--- config.mk ---
export PLATFORM = sky130hd
export DESIGN_NAME = pipelined_adder_flat
export DESIGN_NICKNAME = d
export VERILOG_FILES = /design/src/rtl/pipelined_adder_pkg.sv /design/src/rtl/pipelined_adder_if.sv /design/src/rtl/pipelined_adder_adder_slice.sv /design/src/rtl/pipelined_adder.sv /design/src/flat_wrapper.sv
export SDC_FILE = /design/constraint.sdc
export NUM_CORES = 1
export LEC_CHECK = 0
export CORE_MARGIN = 4
export CORE_UTILIZATION = 43
export DETAILED_ROUTE_END_ITERATION = 8
export GPL_TIMING_DRIVEN = 0
export PLACE_DENSITY = 0.65
export SYNTH_ARGS = -nofsm -noshare
export SYNTH_HDL_FRONTEND = slang
export SYNTH_SLANG_ARGS = --single-unit
--- constraint.sdc ---
create_clock -name i_clk -period 4.4 [get_ports i_clk]
set_input_delay 0.44 -clock i_clk [delete_from_list [all_inputs] [get_ports i_clk]]
set_output_delay 0.44 -clock i_clk [all_outputs]
set_load 0.05 [all_outputs]
--- src/rtl/pipelined_adder_pkg.sv ---
// -----------------------------------------------------------------------------
// pipelined_adder_pkg
//   Shared elaboration helpers for the pipelined ripple-carry adder.
//   - slice_width     : bits added per pipeline stage (WIDTH / STAGES)
//   - stage_idx_width : bits needed to number a stage (minimum 1)
//   - cfg_ok          : legal WIDTH/STAGES combination check used at elaboration
//   No ports (package).
// -----------------------------------------------------------------------------
package pipelined_adder_pkg;

   // Width of the operand slice handled by one stage.
   function automatic int slice_width(input int width, input int stages);
      if (stages > 0) begin
         return width / stages;
      end else begin
         return width;
      end
   endfunction

   // Index width for a stage counter; never zero so it can size a vector.
   function automatic int stage_idx_width(input int stages);
      if (stages > 1) begin
         return $clog2(stages);
      end else begin
         return 1;
      end
   endfunction

   // Stages must evenly divide the operand and lie in 1..WIDTH.
   function automatic bit cfg_ok(input int width, input int stages);
      return (stages >= 1) && (stages <= width) && ((width % stages) == 0);
   endfunction

endpackage

--- src/rtl/pipelined_adder_if.sv ---
// -----------------------------------------------------------------------------
// pipelined_adder_if
//   Operand/result handshake bundle for pipelined_adder.
//   Upstream  : i_valid, o_ready, i_A, i_B, i_Cin
//   Downstream: o_valid, i_ready, o_S, o_Cout, o_Ovf (o_Ovf only when
//               PIPE_ADDER_OVF_EN is defined)
//   Modports  : master = the side that supplies operands and consumes sums,
//               slave  = the adder.
// -----------------------------------------------------------------------------
interface pipelined_adder_if #(
   parameter int WIDTH = 16
);
   logic             i_valid;
   logic             o_ready;
   logic [WIDTH-1:0] i_A;
   logic [WIDTH-1:0] i_B;
   logic             i_Cin;
   logic             o_valid;
   logic             i_ready;
   logic [WIDTH-1:0] o_S;
   logic             o_Cout;
`ifdef PIPE_ADDER_OVF_EN
   logic             o_Ovf;
`endif

   modport master (
      output i_valid, i_A, i_B, i_Cin, i_ready,
      input  o_ready, o_valid, o_S, o_Cout
`ifdef PIPE_ADDER_OVF_EN
      , input o_Ovf
`endif
   );

   modport slave (
      input  i_valid, i_A, i_B, i_Cin, i_ready,
      output o_ready, o_valid, o_S, o_Cout
`ifdef PIPE_ADDER_OVF_EN
      , output o_Ovf
`endif
   );

endinterface

--- src/rtl/pipelined_adder_adder_slice.sv ---
// -----------------------------------------------------------------------------
// adder_slice
//   Purely combinational SW-bit ripple of full-adder bit cells
//   (S = a^b^c, Co = ab | (a^b)c).
//   Ports: a, b   SW-bit operand slices
//          cin    carry into bit 0 of the slice
//          sum    SW-bit sum slice
//          cout   carry out of the slice MSB
//          c_msb  carry into the slice MSB (only with PIPE_ADDER_OVF_EN)
// -----------------------------------------------------------------------------
module adder_slice #(
   parameter int SW = 4
) (
   input  logic [SW-1:0] a,
   input  logic [SW-1:0] b,
   input  logic          cin,
   output logic [SW-1:0] sum,
   output logic          cout
`ifdef PIPE_ADDER_OVF_EN
   ,
   output logic          c_msb
`endif
);

   // carry_s[i] is the carry into bit i; carry_s[SW] leaves the slice
   logic [SW:0] carry_s;

   // Bit-cell ripple from LSB to MSB
   always_comb begin
      carry_s    = {(SW+1){1'b0}};
      sum        = {SW{1'b0}};
      carry_s[0] = cin;
      for (int i = 0; i < SW; i++) begin
         sum[i]       = a[i] ^ b[i] ^ carry_s[i];
         carry_s[i+1] = (a[i] & b[i]) | ((a[i] ^ b[i]) & carry_s[i]);
      end
   end

   assign cout = carry_s[SW];
`ifdef PIPE_ADDER_OVF_EN
   assign c_msb = carry_s[SW-1];
`endif

endmodule

--- src/rtl/pipelined_adder.sv ---
// -----------------------------------------------------------------------------
// pipelined_adder
//   WIDTH-bit ripple-carry adder with carry-in, split into STAGES register
//   stages of WIDTH/STAGES bits. Latency STAGES cycles, one beat per cycle,
//   valid/ready handshake with full backpressure (whole pipe moves or holds).
//   Ports: i_clk    clock, rising edge
//          i_rst_n  asynchronous active-low reset
//          bus      pipelined_adder_if.slave (i_valid/o_ready/i_A/i_B/i_Cin in,
//                   o_valid/i_ready/o_S/o_Cout[/o_Ovf] out)
//   Optional: define PIPE_ADDER_OVF_EN to add the registered signed-overflow
//   flag o_Ovf (carry into MSB xor carry out of MSB).
// -----------------------------------------------------------------------------
module pipelined_adder
   import pipelined_adder_pkg::*;
#(
   parameter int WIDTH  = 16,
   parameter int STAGES = 4
) (
   input  logic              i_clk,
   input  logic              i_rst_n,
   pipelined_adder_if.slave  bus
);

   localparam int SW = slice_width(WIDTH, STAGES);

   if (!cfg_ok(WIDTH, STAGES)) begin : g_cfg_err
      $error("pipelined_adder: STAGES must divide WIDTH and lie in 1..WIDTH");
   end

   // Element k feeds stage k; element k+1 is what stage k registered.
   // Operand skew words are shifted right as slices are consumed, so the
   // next slice to add always sits in the low SW bits.
   logic                          advance_s;
   logic [STAGES:0]               valid_pipe_s;
   logic [STAGES:0]               carry_pipe_s;
   logic [STAGES:0][WIDTH-1:0]    sum_pipe_s;
   logic [STAGES-1:0][WIDTH-1:0]  a_pipe_s;
   logic [STAGES-1:0][WIDTH-1:0]  b_pipe_s;
`ifdef PIPE_ADDER_OVF_EN
   logic                          ovf_s;
`endif

   // The pipe only holds when a result sits at the output and is refused
   assign advance_s    = ~valid_pipe_s[STAGES] | bus.i_ready;
   assign bus.o_ready  = advance_s;

   assign valid_pipe_s[0] = bus.i_valid;
   assign carry_pipe_s[0] = bus.i_Cin;
   assign sum_pipe_s[0]   = {WIDTH{1'b0}};
   assign a_pipe_s[0]     = bus.i_A;
   assign b_pipe_s[0]     = bus.i_B;

   for (genvar k = 0; k < STAGES; k++) begin : g_stage
      logic [SW-1:0]    slice_sum_s;
      logic             slice_co_s;
      logic [WIDTH-1:0] nxt_sum_s;
      logic             valid_r;
      logic             carry_r;
      logic [WIDTH-1:0] sum_r;
`ifdef PIPE_ADDER_OVF_EN
      logic             slice_cmsb_s;
`endif

      adder_slice #(.SW(SW)) u_slice (
         .a     (a_pipe_s[k][SW-1:0]),
         .b     (b_pipe_s[k][SW-1:0]),
         .cin   (carry_pipe_s[k]),
         .sum   (slice_sum_s),
         .cout  (slice_co_s)
`ifdef PIPE_ADDER_OVF_EN
         ,
         .c_msb (slice_cmsb_s)
`endif
      );

      // Deskew: finished low slices shift down, the new slice enters at the top
      always_comb begin
         nxt_sum_s                = sum_pipe_s[k] >> SW;
         nxt_sum_s[WIDTH-1 -: SW] = slice_sum_s;
      end

      // Stage valid follows the pipe; data only loads for a real beat
      always_ff @(posedge i_clk or negedge i_rst_n) begin
         if (!i_rst_n) begin
            valid_r <= 1'b0;
            carry_r <= 1'b0;
            sum_r   <= {WIDTH{1'b0}};
         end else if (advance_s) begin
            valid_r <= valid_pipe_s[k];
            if (valid_pipe_s[k]) begin
               carry_r <= slice_co_s;
               sum_r   <= nxt_sum_s;
            end
         end
      end

      assign valid_pipe_s[k+1] = valid_r;
      assign carry_pipe_s[k+1] = carry_r;
      assign sum_pipe_s[k+1]   = sum_r;

      if (k < STAGES-1) begin : g_skew
         logic [WIDTH-1:0] a_r;
         logic [WIDTH-1:0] b_r;

         // Operand slices not yet added travel alongside the partial sum
         always_ff @(posedge i_clk or negedge i_rst_n) begin
            if (!i_rst_n) begin
               a_r <= {WIDTH{1'b0}};
               b_r <= {WIDTH{1'b0}};
            end else if (advance_s && valid_pipe_s[k]) begin
               a_r <= a_pipe_s[k] >> SW;
               b_r <= b_pipe_s[k] >> SW;
            end
         end

         assign a_pipe_s[k+1] = a_r;
         assign b_pipe_s[k+1] = b_r;
`ifdef PIPE_ADDER_OVF_EN
         // Only the final slice holds the operand MSB
         logic unused_cmsb_s;
         assign unused_cmsb_s = slice_cmsb_s;
`endif
      end else begin : g_last
         // Upper skew bits reaching the last stage are always zero
         logic unused_skew_s;
         assign unused_skew_s = ^{a_pipe_s[k], b_pipe_s[k]};
`ifdef PIPE_ADDER_OVF_EN
         logic ovf_r;

         // Overflow flag is registered with the beat it describes
         always_ff @(posedge i_clk or negedge i_rst_n) begin
            if (!i_rst_n) begin
               ovf_r <= 1'b0;
            end else if (advance_s && valid_pipe_s[k]) begin
               ovf_r <= slice_cmsb_s ^ slice_co_s;
            end
         end

         assign ovf_s = ovf_r;
`endif
      end
   end

   assign bus.o_valid = valid_pipe_s[STAGES];
   assign bus.o_S     = sum_pipe_s[STAGES];
   assign bus.o_Cout  = carry_pipe_s[STAGES];
`ifdef PIPE_ADDER_OVF_EN
   assign bus.o_Ovf   = ovf_s;
`endif

endmodule
--- src/flat_wrapper.sv ---
// flat-port wrapper written by rule: the top's interface ports become plain ports
module pipelined_adder_flat import pipelined_adder_pkg::*;
#(
   parameter int WIDTH  = 16,
   parameter int STAGES = 4
)
  (i_clk, i_rst_n, bus_i_valid, bus_i_A, bus_i_B, bus_i_Cin, bus_i_ready, bus_o_ready, bus_o_valid, bus_o_S, bus_o_Cout);
  pipelined_adder_if #(.WIDTH(WIDTH)) bus_i ();
  input  logic i_clk;
  input  logic i_rst_n;
  input wire logic [$bits(bus_i.i_valid)-1:0] bus_i_valid;
  input wire logic [$bits(bus_i.i_A)-1:0] bus_i_A;
  input wire logic [$bits(bus_i.i_B)-1:0] bus_i_B;
  input wire logic [$bits(bus_i.i_Cin)-1:0] bus_i_Cin;
  input wire logic [$bits(bus_i.i_ready)-1:0] bus_i_ready;
  output wire logic [$bits(bus_i.o_ready)-1:0] bus_o_ready;
  output wire logic [$bits(bus_i.o_valid)-1:0] bus_o_valid;
  output wire logic [$bits(bus_i.o_S)-1:0] bus_o_S;
  output wire logic [$bits(bus_i.o_Cout)-1:0] bus_o_Cout;
  assign bus_i.i_valid = bus_i_valid;
  assign bus_i.i_A = bus_i_A;
  assign bus_i.i_B = bus_i_B;
  assign bus_i.i_Cin = bus_i_Cin;
  assign bus_i.i_ready = bus_i_ready;
  assign bus_o_ready = bus_i.o_ready;
  assign bus_o_valid = bus_i.o_valid;
  assign bus_o_S = bus_i.o_S;
  assign bus_o_Cout = bus_i.o_Cout;
  pipelined_adder #(.WIDTH(WIDTH), .STAGES(STAGES)) u_core (.i_clk(i_clk), .i_rst_n(i_rst_n), .bus(bus_i));
endmodule
==> impl_results.html, run 1 <==
<table>
<tr><th>Metric</th><th>Value</th></tr>
<tr><th colspan="2">Floorplanning</th></tr>
<tr><td>Height of the chip</td><td>109 um</td></tr>
<tr><td>Starting density of the core</td><td>around 44%</td></tr>
<tr><td>Top Ports</td><td>between 50 and 60</td></tr>
<tr><td>Die outline area</td><td>between 10000 and 15000 um^2</td></tr>
<tr><td>Floorplan die width</td><td>about 110 um</td></tr>
<tr><td>Number of standard-cell rows in the floorplan</td><td>36</td></tr>
<tr><td>Core footprint</td><td>9820 um^2</td></tr>
<tr><th colspan="2">Synth</th></tr>
<tr><td>Top post-synthesis cells by area</td><td>dfrtp_1 (55%), mux2_4 (22%), fa_1 (7.4%), mux2_2 (3.9%), inv_1 (3.4%)</td></tr>
<tr><td>Synthesized netlist net count</td><td>315</td></tr>
<tr><td>Leading area contributor after synthesis</td><td>dfrtp_1</td></tr>
<tr><td>Fraction of the yosys area taken by sequential cells</td><td>55.2%</td></tr>
<tr><td>Synthesized area</td><td>roughly 4400 um^2</td></tr>
<tr><td>Count of synthesis-stage warnings from yosys</td><td>0</td></tr>
<tr><td>Synthesized area per cell</td><td>16.6 um^2</td></tr>
<tr><td>Cell count after synthesis</td><td>262</td></tr>
<tr><td>Unique masters post-synth</td><td>14</td></tr>
<tr><td>Area share of the leading cell type in the synthesized netlist</td><td>around 55%</td></tr>
<tr><td>Flop and latch count out of synthesis</td><td>96</td></tr>
<tr><th colspan="2">Timing</th></tr>
<tr><td>Max Transition Viols Final</td><td>0</td></tr>
<tr><td>Worst slew slack as a fraction of its limit</td><td>about three fifths</td></tr>
<tr><td>Period utilization</td><td>a little over half</td></tr>
<tr><td>Unrepaired setup endpoints after global routing</td><td>false</td></tr>
<tr><td>Count of endpoints failing setup in the final report</td><td>0</td></tr>
<tr><td>Post-route worst hold slack</td><td>between 0.09 and 0.1 ns</td></tr>
<tr><td>Worst Tran Pin Value</td><td>between 0.6 and 0.7 ns</td></tr>
<tr><td>Post-route setup slack</td><td>just under 2 ns</td></tr>
<tr><td>Max frequency</td><td>around 0.41 GHz</td></tr>
<tr><td>Fin Clk Skew</td><td>approximately 0.010 ns</td></tr>
<tr><td>Post-layout min period</td><td>2.41 ns</td></tr>
<tr><td>Final hold violation count</td><td>0</td></tr>
<tr><th colspan="2">Critical path</th></tr>
<tr><td>Start-to-end type of the worst setup path</td><td>primary input to output pin</td></tr>
<tr><td>Largest delay contributor family on the critical path</td><td>buffers and inverters</td></tr>
<tr><td>Crit path largest cell delay</td><td>~0.81 ns</td></tr>
<tr><td>Most frequent CP cell</td><td>clkdlybuf4s50_1</td></tr>
<tr><td>Endpoint required time on the critical path</td><td>3.96 ns</td></tr>
<tr><td>CP max stage cell</td><td>clkdlybuf4s50_1</td></tr>
<tr><td>Crit end category</td><td>output pin</td></tr>
<tr><td>Worst path buffer plus inverter count</td><td>3</td></tr>
<tr><td>Arrival time at the worst endpoint</td><td>about 2.0 ns</td></tr>
<tr><td>Startpoint type of the worst setup path</td><td>primary input</td></tr>
<tr><td>Critical path cell sequence</td><td>clkdlybuf4s50_1 -&gt; nand2b_4 -&gt; buf_12 -&gt; clkdlybuf4s50_1</td></tr>
<tr><td>Max FO, Critical Path</td><td>9</td></tr>
<tr><th colspan="2">Outcome</th></tr>
<tr><td>Run status</td><td>finished, final reports clean</td></tr>
<tr><th colspan="2">Clock network</th></tr>
<tr><td>Number of buffers inserted for hold repair after clock tree synthesis</td><td>0</td></tr>
<tr><td>Quantity of gates resized following cts</td><td>0</td></tr>
<tr><td>Number of clock sinks</td><td>96</td></tr>
<tr><td>Buffer cell driving the clock tree root</td><td>clkbuf_8</td></tr>
<tr><td>Max clock buf depth</td><td>2</td></tr>
<tr><td>CTS tree</td><td>yes</td></tr>
<tr><td>Post CTS Setup Buffer Count</td><td>0</td></tr>
<tr><td>Worst-skew pair later-pin latency</td><td>between 0.3 and 0.4 ns</td></tr>
<tr><td>H-Tree Level Count</td><td>3</td></tr>
<tr><td>Inserted Clock Buffers</td><td>9</td></tr>
<tr><td>Clock transition time at the flip-flop clock pins of the worst setup and hold paths</td><td>0.09 ns</td></tr>
<tr><th colspan="2">Route</th></tr>
<tr><td>DR vias</td><td>just over 2000</td></tr>
<tr><td>Length of the first detailed-routing pass in iterations</td><td>3</td></tr>
<tr><td>Initial DRC count</td><td>47</td></tr>
<tr><td>Via density</td><td>around 4.4</td></tr>
<tr><td>Sum of routed wire length over all layers</td><td>6960 um</td></tr>
<tr><td>Final ANT Viol Nets</td><td>0</td></tr>
<tr><td>Routed WL per cell</td><td>approximately 15 um</td></tr>
<tr><td>Count of unresolved DRC violations after routing</td><td>0</td></tr>
<tr><th colspan="2">Pwr</th></tr>
<tr><td>Worst IR Drop VDD</td><td>around 270 uV</td></tr>
<tr><td>Pwr Density</td><td>734 nW/um^2</td></tr>
<tr><td>Reported leakage power</td><td>roughly 2.6 nW</td></tr>
<tr><th colspan="2">Cells and area</th></tr>
<tr><td>Commonest non-fill, non-tap cell in the layout</td><td>dfrtp_1</td></tr>
<tr><td>Growth of design area from synthesis to finish</td><td>21.4%</td></tr>
<tr><td>Diode count</td><td>0</td></tr>
<tr><td>Most used cells in the layout excluding fill and tap cells</td><td>dfrtp_1 (96), mux2_4 (65), clkdlybuf4s50_1 (54)</td></tr>
<tr><td>Final layout net count</td><td>around 380</td></tr>
<tr><td>Share of layout cells above drive strength 1</td><td>between 30% and 40%</td></tr>
<tr><td>Post-Route Utilization</td><td>53.9%</td></tr>
<tr><td>Number of fill cells</td><td>about 840</td></tr>
<tr><th colspan="2">Worst hold path</th></tr>
<tr><td>Class of the worst hold path</td><td>primary input to asynchronous set/reset pin</td></tr>
<tr><th colspan="2">Global routing</th></tr>
<tr><td>Vias in the first global route</td><td>2222</td></tr>
<tr><td>Global-route wire length before repair</td><td>around 12000 um</td></tr>
<tr><td>Global Route Usage Sum</td><td>13.0%</td></tr>
<tr><td>Total gr overflow</td><td>0</td></tr>
<tr><td>Number of antenna violations at the first check in global routing</td><td>0</td></tr>
<tr><td>Maximum number of pins on one net before global-route repair</td><td>52</td></tr>
<tr><th colspan="2">Placed design</th></tr>
<tr><td>Placed wire-length estimate after detailed placement</td><td>~4900 um</td></tr>
<tr><td>Port-buffer cells</td><td>55</td></tr>
<tr><td>RD Place Congestion</td><td>between 0.6 and 0.7</td></tr>
<tr><td>Post-placement setup slack</td><td>between 1.5 and 2 ns</td></tr>
<tr><th colspan="2">Flow run</th></tr>
<tr><td>Number of max-cap violations</td><td>0</td></tr>
</table>
where the power goes:
group	switching, mW	internal (mW)	leakage, nW
Sequential	0.244	1.29	1.12
Combinational	0.826	0.979	1.37
Clock	0.291	0.253	0.0988
Total	1.36	2.52	2.60
state kept, by name (all words and copies together) (netlist names):
signal,count
u_core.g_stage.carry_r,3
u_core.g_stage.g_skew.b_r,24
u_core.bus.o_S,16
u_core.bus.o_valid,1
u_core.g_stage.valid_r,3
u_core.g_stage.sum_r,24
u_core.g_stage.g_skew.a_r,24
u_core.bus.o_Cout,1
logic make-up after synthesis:
group	synth area share [%]
adders and majority gates	7.35
AOI/OAI and AO/OA	0.345
and+or+nand+nor	1.84
muxes	29.0
buffers and inverters	6.26
DFF	55.2
layout make-up:
class | instances | area (um^2) | share of cell area (%)
timing repair buffer | 56 | 576 | 10.9
clock buffer | 12 | 165 | 3.12
clock inverter | 4 | 26.3 | 0.497
multi-input combinational | 117 | 1680 | 31.8
buffer | 9 | 123 | 2.32
inverter | 40 | 150 | 2.84
sequential | 96 | 2400 | 45.4
tap | 133 | 166 | 3.15
synthesized netlist by cell type:
cell type / n
buf_12: 2
buf_6: 6
buf_8: 1
dfrtp_1: 96
fa_1: 16
inv_1: 40
mux2_2: 15
mux2_4: 65
mux2i_1: 12
nand2_1: 1
nand2_4: 2
nand2_8: 2
nand2b_4: 1
o21ai_0: 3
worst paths after layout:
kind,cells past startpoint,endpoint,slack (ns),start
min,1,u_core.bus.o_S[14],0.1,i_rst_n
min reg2reg,1,u_core.g_stage[2].g_skew.b_r[1],0.51,u_core.g_stage[1].g_skew.b_r[5]
max reg2reg,8,u_core.g_stage[1].sum_r[15],2.16,u_core.g_stage[0].g_skew.b_r[0]
max,4,bus_o_ready,1.99,bus_i_ready
max in group asynchronous,2,u_core.g_stage[0].g_skew.a_r[3],3.65,i_rst_n
min in group i_clk,1,u_core.g_stage[2].g_skew.b_r[1],0.51,u_core.g_stage[1].g_skew.b_r[5]
routing by layer:
layer / track usage (%) / wire length, um / vias to the layer above
li1: - / - / 982
met1: 18.0 / 3300 / 1050
met2: 20.5 / 3380 / 31
met3: 2.55 / 226 / 2
met4: 4.33 / 54 / 0
met5: 0 / 0 / -
stage by stage:
stage / cell area, um^2 / power (mW) / cells / setup TNS (ns)
after floorplan: 4360 / 2.92 / 262 / 0
after global placement: 5070 / 3.34 / 450 / -60.68
after detailed placement: 5100 / 3.39 / 451 / 0
after CTS: 5290 / 3.95 / 467 / 0
after global routing: 5290 / 4.16 / 467 / 0
final: 5290 / 3.88 / 467 / 0
(Power assumes the default switching activity.)
==> run 2: changes to the inputs <==
--- a/config.mk
+++ b/config.mk
@@ -9,7 +9,7 @@
 export CORE_UTILIZATION = 43
 export DETAILED_ROUTE_END_ITERATION = 8
 export GPL_TIMING_DRIVEN = 0
-export PLACE_DENSITY = 0.65
+export PLACE_DENSITY = 0.67
 export SYNTH_ARGS = -nofsm -noshare
 export SYNTH_HDL_FRONTEND = slang
 export SYNTH_SLANG_ARGS = --single-unit
==> constraint.sdc (replaced) <==
create_clock -name i_clk -period 2 [get_ports i_clk]
set_input_delay 0.2 -clock i_clk [delete_from_list [all_inputs] [get_ports i_clk]]
set_output_delay 0.2 -clock i_clk [all_outputs]
set_load 0.05 [all_outputs]
==> impl_results.html, run 2 (same netlist as run 1, synthesis figures left out) <==
<table>
<tr><th>Metric</th><th>Value</th></tr>
<tr><th colspan="2">Floorplanning</th></tr>
<tr><td>Top Ports</td><td>between 50 and 60</td></tr>
<tr><td>Number of standard-cell rows in the floorplan</td><td>36</td></tr>
<tr><td>Die outline area</td><td>11800 um^2</td></tr>
<tr><td>Height of the chip</td><td>between 100 and 150 um</td></tr>
<tr><td>Core footprint</td><td>a little under 10000 um^2</td></tr>
<tr><td>Starting density of the core</td><td>44.4%</td></tr>
<tr><td>Floorplan die width</td><td>~110 um</td></tr>
<tr><th colspan="2">Global routing</th></tr>
<tr><td>Vias in the first global route</td><td>between 2000 and 2500</td></tr>
<tr><td>Number of antenna violations at the first check in global routing</td><td>0</td></tr>
<tr><td>Global-route wire length before repair</td><td>11600 um</td></tr>
<tr><td>Maximum number of pins on one net before global-route repair</td><td>61</td></tr>
<tr><td>Total gr overflow</td><td>0</td></tr>
<tr><td>Global Route Usage Sum</td><td>between 10% and 20%</td></tr>
<tr><th colspan="2">Pwr</th></tr>
<tr><td>Seq pwr share</td><td>between 30% and 40%</td></tr>
<tr><td>Switch share</td><td>between 30% and 40%</td></tr>
<tr><td>Pwr Density</td><td>1620 nW/um^2</td></tr>
<tr><td>Worst IR Drop VDD</td><td>about 650 uV</td></tr>
<tr><td>Portion of total power attributed to the clock network</td><td>about 15%</td></tr>
<tr><td>Part of the power in combinational logic</td><td>46.7%</td></tr>
<tr><td>P_int</td><td>around 5.7 mW</td></tr>
<tr><td>Reported leakage power</td><td>~2.6 nW</td></tr>
<tr><td>Net switching power figure</td><td>slightly above 3 mW</td></tr>
<tr><th colspan="2">Timing</th></tr>
<tr><td>Max frequency</td><td>just under 0.5 GHz</td></tr>
<tr><td>Post-layout min period</td><td>around 2.1 ns</td></tr>
<tr><td>Max Transition Viols Final</td><td>0</td></tr>
<tr><td>Worst slew slack as a fraction of its limit</td><td>between 60% and 70%</td></tr>
<tr><td>Fin Clk Skew</td><td>~0.010 ns</td></tr>
<tr><td>Post-route setup slack</td><td>-0.0570 ns</td></tr>
<tr><td>Final hold violation count</td><td>0</td></tr>
<tr><td>Worst Tran Pin Value</td><td>between 0.5 and 0.6 ns</td></tr>
<tr><td>Unrepaired setup endpoints after global routing</td><td>true</td></tr>
<tr><td>Period utilization</td><td>103%</td></tr>
<tr><td>Count of endpoints failing setup in the final report</td><td>3</td></tr>
<tr><th colspan="2">Route</th></tr>
<tr><td>Via density</td><td>4.44</td></tr>
<tr><td>Sum of routed wire length over all layers</td><td>~6800 um</td></tr>
<tr><td>DR vias</td><td>around 2100</td></tr>
<tr><td>Length of the first detailed-routing pass in iterations</td><td>4</td></tr>
<tr><td>Final ANT Viol Nets</td><td>0</td></tr>
<tr><td>Count of unresolved DRC violations after routing</td><td>0</td></tr>
<tr><td>Routed WL per cell</td><td>between 10 and 15 um</td></tr>
<tr><td>Initial DRC count</td><td>35</td></tr>
<tr><th colspan="2">Placed design</th></tr>
<tr><td>Placed Cells</td><td>around 450</td></tr>
<tr><td>Placed wire-length estimate after detailed placement</td><td>~4800 um</td></tr>
<tr><td>RD Place Congestion</td><td>0.690</td></tr>
<tr><td>Port-buffer cells</td><td>55</td></tr>
<tr><td>Area after detailed placement</td><td>slightly above 5000 um^2</td></tr>
<tr><th colspan="2">Critical path</th></tr>
<tr><td>Endpoint required time on the critical path</td><td>between 2 and 2.5 ns</td></tr>
<tr><td>Crit path largest cell delay</td><td>0.40 ns</td></tr>
<tr><td>Start-to-end type of the worst setup path</td><td>flip-flop to flip-flop</td></tr>
<tr><td>Startpoint type of the worst setup path</td><td>flip-flop</td></tr>
<tr><td>CP max stage cell</td><td>dfrtp_1</td></tr>
<tr><td>Arrival time at the worst endpoint</td><td>between 2 and 2.5 ns</td></tr>
<tr><td>Max FO, Critical Path</td><td>2</td></tr>
<tr><td>Critical path cell sequence</td><td>inv_2 -&gt; fa_2 -&gt; inv_2 -&gt; fa_2 -&gt; fa_2 -&gt; inv_2 -&gt; fa_1 -&gt; mux2i_1</td></tr>
<tr><td>Crit end category</td><td>flip-flop</td></tr>
<tr><th colspan="2">Worst hold path</th></tr>
<tr><td>Class of the worst hold path</td><td>primary input to asynchronous set/reset pin</td></tr>
<tr><th colspan="2">Cells and area</th></tr>
<tr><td>Diode count</td><td>0</td></tr>
<tr><td>Final layout net count</td><td>390</td></tr>
<tr><td>Most used cells in the layout excluding fill and tap cells</td><td>dfrtp_1 (96), mux2_4 (65), clkdlybuf4s50_1 (53)</td></tr>
<tr><td>Final std cells w/o fill</td><td>475</td></tr>
<tr><td>Post-Route Utilization</td><td>between 50 and 60%</td></tr>
<tr><td>Commonest non-fill, non-tap cell in the layout</td><td>dfrtp_1</td></tr>
<tr><td>Growth of design area from synthesis to finish</td><td>23.8%</td></tr>
<tr><td>Share of layout cells above drive strength 1</td><td>about two fifths</td></tr>
<tr><td>Largest registers</td><td>u_core.g_stage.g_skew.a_r (24), u_core.g_stage.g_skew.b_r (24), u_core.g_stage.sum_r (24)</td></tr>
<tr><td>Fin area</td><td>5390 um^2</td></tr>
<tr><th colspan="2">Clock network</th></tr>
<tr><td>H-Tree Level Count</td><td>3</td></tr>
<tr><td>Max clock buf depth</td><td>2</td></tr>
<tr><td>Number of clock sinks</td><td>96</td></tr>
<tr><td>CTS tree</td><td>yes</td></tr>
<tr><td>Buffer cell driving the clock tree root</td><td>clkbuf_8</td></tr>
<tr><td>Inserted Clock Buffers</td><td>9</td></tr>
<tr><td>Clock transition time at the flip-flop clock pins of the worst setup and hold paths</td><td>0.09 ns</td></tr>
<tr><td>Worst-skew pair later-pin latency</td><td>around 0.35 ns</td></tr>
<tr><th colspan="2">Flow run</th></tr>
<tr><td>Number of max-cap violations</td><td>0</td></tr>
<tr><th colspan="2">Outcome</th></tr>
<tr><td>Run status</td><td>finished, violations left</td></tr>
<tr><td>Violations in the final reports</td><td>setup timing</td></tr>
</table>
## run 2: changes by cell type in the layout (fill, tap and decap cells not counted), moves of 2 or more
| cell | change |
|---|---|
| clkinv_4 | +3 |
| inv_1 | -11 |
| fa_2 | +10 |
| fa_1 | -10 |
| inv_2 | +11 |
| clkbuf_8 | -2 |
| buf_4 | +7 |
## run 2: path summary, 6_finish.rpt
| check | start | endpoint | slack, ns | cells after the start |
|---|---|---|---|---|
| hold reg to reg | u_core.g_stage[2].sum_r[4] | u_core.bus.o_S[0] | 0.51 | 1 |
| min in group i_clk | bus_i_B[11] | u_core.g_stage[0].g_skew.b_r[7] | 0.45 | 2 |
| setup reg to reg | u_core.g_stage[1].g_skew.b_r[0] | u_core.g_stage[2].sum_r[15] | -0.06 | 8 |
| hold / removal | i_rst_n | u_core.bus.o_S[15] | 0.35 | 2 |
| max in group asynchronous | i_rst_n | u_core.g_stage[1].sum_r[15] | 1.00 | 3 |
| setup / recovery | u_core.g_stage[1].g_skew.b_r[0] | u_core.g_stage[2].sum_r[15] | -0.06 | 8 |
## run 2: layout make-up
class | instances | area [um^2]
plain buffers | 9 | 123
clock buffers | 10 | 138
clock inverters | 6 | 68.8
fillers | 836 | 4430
inverters | 40 | 150
multi-input cells | 117 | 1710
flip-flops and latches | 96 | 2400
well taps | 133 | 166
repair buffers | 64 | 637
## run 2: repair_timing
item / CTS / global route
hold buffers: 1 / 0
pin swaps: 2 / 3
endpoints found under the setup margin: 4 / 5
buffers inserted: 4 / 3
endpoints found under the hold margin: 36 / 0
gates resized for setup: 11 / 9
gates cloned: 0 / 0
## run 2: per-layer routing
layer	global-route usage (%)	wire length (um)
met2	21.1	3270
met5	0	0
met4	5.41	135
met3	2.37	191
met1	17.3	3190
## run 2: power groups by stage
stage | Combinational [mW] | Clock, mW | Sequential (mW)
final | 4.08 | 1.28 | 3.39
after global routing | 4.44 | 1.41 | 3.52
after CTS | 4.11 | 1.33 | 3.40
after detailed placement | 4.03 | 0 | 3.43
after global placement | 3.94 | 0 | 3.41
after floorplan | 2.49 | 0 | 3.93
## run 2: critical path: cells and delay by family (launching register included)
kind	cells	cell delay, ns
adders and majority gates	4	1.30
DFF	1	0.40
muxes	1	0.13
buffers and inverters	3	0.17
## run 2: per-stage QoR
stage	worst slack [ns]	TNS, ns	hold WS, ns	power (mW)
2_1_floorplan	0.00151	0	-0.0956	6.42
3_3_place_gp	-2.77	-266.60	0.483	7.35
3_5_place_dp	-0.321	-0.987	0.201	7.46
4_1_cts	-0.0610	-0.155	0.356	8.83
5_1_grt	-0.153	-0.448	0.375	9.38
6_report	-0.0570	-0.104	0.353	8.75
==> run 3: changes to the inputs <==
--- a/config.mk
+++ b/config.mk
@@ -5,11 +5,12 @@
 export SDC_FILE = /design/constraint.sdc
 export NUM_CORES = 1
 export LEC_CHECK = 0
+export ABC_AREA = 0
 export CORE_MARGIN = 4
-export CORE_UTILIZATION = 43
+export CORE_UTILIZATION = 29
 export DETAILED_ROUTE_END_ITERATION = 8
 export GPL_TIMING_DRIVEN = 0
-export PLACE_DENSITY = 0.67
+export PLACE_DENSITY = 0.49
 export SYNTH_ARGS = -nofsm -noshare
 export SYNTH_HDL_FRONTEND = slang
 export SYNTH_SLANG_ARGS = --single-unit
==> impl_results.html, run 3 (same netlist as run 1, synthesis figures left out) <==
<table>
<tr><th>Metric</th><th>Value</th></tr>
<tr><th colspan="2">Clock network</th></tr>
<tr><td>H-Tree Level Count</td><td>3</td></tr>
<tr><td>Worst-skew pair later-pin latency</td><td>0.33 ns</td></tr>
<tr><td>Buffer cell driving the clock tree root</td><td>clkbuf_16</td></tr>
<tr><td>Inserted Clock Buffers</td><td>9</td></tr>
<tr><td>CTS tree</td><td>yes</td></tr>
<tr><td>Max clock buf depth</td><td>2</td></tr>
<tr><td>Number of clock sinks</td><td>96</td></tr>
<tr><td>Clock transition time at the flip-flop clock pins of the worst setup and hold paths</td><td>approximately 0.060 ns</td></tr>
<tr><th colspan="2">Critical path</th></tr>
<tr><td>Start-to-end type of the worst setup path</td><td>flip-flop to flip-flop</td></tr>
<tr><td>Critical path cell sequence</td><td>inv_2 -&gt; fa_2 -&gt; inv_2 -&gt; fa_2 -&gt; fa_2 -&gt; inv_2 -&gt; fa_1 -&gt; mux2i_1</td></tr>
<tr><td>Largest delay contributor family on the critical path</td><td>adder cells</td></tr>
<tr><td>Arrival time at the worst endpoint</td><td>~2.3 ns</td></tr>
<tr><td>Worst path buffer plus inverter count</td><td>3</td></tr>
<tr><td>Crit end category</td><td>flip-flop</td></tr>
<tr><td>Max FO, Critical Path</td><td>2</td></tr>
<tr><td>CP max stage cell</td><td>dfrtp_1</td></tr>
<tr><td>Crit path largest cell delay</td><td>0.39 ns</td></tr>
<tr><td>Endpoint required time on the critical path</td><td>between 2 and 2.5 ns</td></tr>
<tr><td>Startpoint type of the worst setup path</td><td>flip-flop</td></tr>
<tr><th colspan="2">Route</th></tr>
<tr><td>Routed WL per cell</td><td>roughly 15 um</td></tr>
<tr><td>Count of unresolved DRC violations after routing</td><td>0</td></tr>
<tr><td>Initial DRC count</td><td>70</td></tr>
<tr><td>Via density</td><td>4.12</td></tr>
<tr><td>Sum of routed wire length over all layers</td><td>roughly 7700 um</td></tr>
<tr><td>Length of the first detailed-routing pass in iterations</td><td>4</td></tr>
<tr><td>Final ANT Viol Nets</td><td>0</td></tr>
<tr><td>DR vias</td><td>roughly 2200</td></tr>
<tr><th colspan="2">Cells and area</th></tr>
<tr><td>Diode count</td><td>0</td></tr>
<tr><td>Share of layout cells above drive strength 1</td><td>about two fifths</td></tr>
<tr><td>Number of fill cells</td><td>~1400</td></tr>
<tr><td>Commonest non-fill, non-tap cell in the layout</td><td>dfrtp_1</td></tr>
<tr><td>Most used cells in the layout excluding fill and tap cells</td><td>dfrtp_1 (96), mux2_4 (65), clkdlybuf4s50_1 (50)</td></tr>
<tr><td>Post-Route Utilization</td><td>37.7%</td></tr>
<tr><td>Largest registers</td><td>u_core.g_stage.g_skew.a_r (24), u_core.g_stage.g_skew.b_r (24), u_core.g_stage.sum_r (24)</td></tr>
<tr><td>Final layout net count</td><td>slightly below 400</td></tr>
<tr><td>Multi-input gate area in the final layout</td><td>roughly 1700 um^2</td></tr>
<tr><td>Storage cell area</td><td>between 2000 and 2500 um^2</td></tr>
<tr><td>Growth of design area from synthesis to finish</td><td>26.7%</td></tr>
<tr><th colspan="2">Global routing</th></tr>
<tr><td>Vias in the first global route</td><td>around 2400</td></tr>
<tr><td>Total gr overflow</td><td>0</td></tr>
<tr><td>Global Route Usage Sum</td><td>under 10%</td></tr>
<tr><td>Number of antenna violations at the first check in global routing</td><td>0</td></tr>
<tr><td>Maximum number of pins on one net before global-route repair</td><td>51</td></tr>
<tr><td>Global-route wire length before repair</td><td>12700 um</td></tr>
<tr><th colspan="2">Floorplanning</th></tr>
<tr><td>Top Ports</td><td>56</td></tr>
<tr><td>Core footprint</td><td>between 10000 and 15000 um^2</td></tr>
<tr><td>Floorplan die width</td><td>131 um</td></tr>
<tr><td>Height of the chip</td><td>131 um</td></tr>
<tr><td>Die outline area</td><td>~17000 um^2</td></tr>
<tr><td>Starting density of the core</td><td>29.7%</td></tr>
<tr><td>Number of standard-cell rows in the floorplan</td><td>44</td></tr>
<tr><th colspan="2">Timing</th></tr>
<tr><td>Post-layout min period</td><td>about 2 ns</td></tr>
<tr><td>Count of endpoints failing setup in the final report</td><td>2</td></tr>
<tr><td>Period utilization</td><td>101%</td></tr>
<tr><td>Post-route worst hold slack</td><td>between 0.3 and 0.4 ns</td></tr>
<tr><td>Post-route setup slack</td><td>-0.0284 ns</td></tr>
<tr><td>Max Transition Viols Final</td><td>0</td></tr>
<tr><td>Unrepaired setup endpoints after global routing</td><td>true</td></tr>
<tr><td>Final hold violation count</td><td>0</td></tr>
<tr><td>Max frequency</td><td>approximately 0.49 GHz</td></tr>
<tr><td>Worst slew slack as a fraction of its limit</td><td>between 50% and 60%</td></tr>
<tr><td>Worst Tran Pin Value</td><td>about 0.62 ns</td></tr>
<tr><td>Fin Clk Skew</td><td>0.00576 ns</td></tr>
<tr><th colspan="2">Placed design</th></tr>
<tr><td>RD Place Congestion</td><td>between 0.7 and 0.8</td></tr>
<tr><td>Placed wire-length estimate after detailed placement</td><td>5280 um</td></tr>
<tr><td>Port-buffer cells</td><td>between 50 and 60</td></tr>
<tr><td>Post-placement setup slack</td><td>-0.355 ns</td></tr>
<tr><th colspan="2">Pwr</th></tr>
<tr><td>Reported leakage power</td><td>2.66 nW</td></tr>
<tr><td>Pwr Density</td><td>1650 nW/um^2</td></tr>
<tr><td>Worst IR Drop VDD</td><td>~540 uV</td></tr>
<tr><th colspan="2">Outcome</th></tr>
<tr><td>Run status</td><td>finished, violations left</td></tr>
<tr><td>Violations in the final reports</td><td>setup timing</td></tr>
<tr><th colspan="2">Flow run</th></tr>
<tr><td>Number of max-cap violations</td><td>0</td></tr>
<tr><th colspan="2">Worst hold path</th></tr>
<tr><td>Class of the worst hold path</td><td>primary input to flip-flop</td></tr>
</table>
## run 3: layout make-up
class                           count  area share, %
Inverter                           40           2.72
Buffer                              9           2.22
Timing Repair Buffer               63           11.5
Clock buffer                       15           4.85
Multi-Input combinational cell    117           31.0
Sequential cell                    96           43.5
Tap cell                          184           4.17
## run 3: metal layers
metal / global-route usage (%) / part of all wire, %
met5: 0 / 0
met4: 4.54 / 1.9
met3: 2.28 / 3.1
met2: 15.7 / 49
met1: 13.2 / 46
## run 3: final timing paths
check / start / to / slack [ns] / cells after the start
worst max-delay path: u_core.g_stage[2].g_skew.b_r[0] / u_core.bus.o_S[15] / -0.03 / 8
worst min-delay path: bus_i_B[0] / u_core.g_stage[0].sum_r[12] / 0.33 / 4
worst max register to register: u_core.g_stage[2].g_skew.b_r[0] / u_core.bus.o_S[15] / -0.03 / 8
worst min register to register: u_core.g_stage[0].sum_r[15] / u_core.g_stage[1].sum_r[11] / 0.50 / 1
max in group asynchronous: i_rst_n / u_core.g_stage[0].sum_r[15] / 0.91 / 3
min in group asynchronous: i_rst_n / u_core.g_stage[0].g_skew.b_r[7] / 0.42 / 2
## run 3: repair_timing
action,CTS,global route
setup endpoints to repair,5,6
pin swaps,3,5
endpoints found under the hold margin,46,0
resized for setup,20,11
hold buffers,1,0
buffers inserted,4,2
## run 3: where the power goes
part / internal, mW / switching [mW] / leakage (nW) / total, mW
sequential: 2.85 / 0.544 / 1.12 / 3.39
combinational: 2.25 / 1.88 / 1.41 / 4.13
clock: 0.907 / 0.670 / 0.130 / 1.58
total: 6.00 / 3.09 / 2.66 / 9.10
## run 3: worst register-to-register path, stage by stage, from the launching register on
cell and delay, ns:
dfrtp_1 0.39, inv_2 0.07, fa_2 0.21, inv_2 0.04
fa_2 0.33, fa_2 0.35, inv_2 0.06, fa_1 0.39
mux2i_1 0.12
## run 3: stage by stage
step                power [mW]  instance area [um^2]  cells  setup TNS [ns]
finish                    9.10                  5520    524         -0.0502
global route              9.76                  5520    524          -0.448
CTS                       9.23                  5490    522         -0.0891
detailed placement        7.51                  5170    502           -1.12
global placement          7.43                  5140    501         -284.32
floorplan                 6.42                  4360    262               0
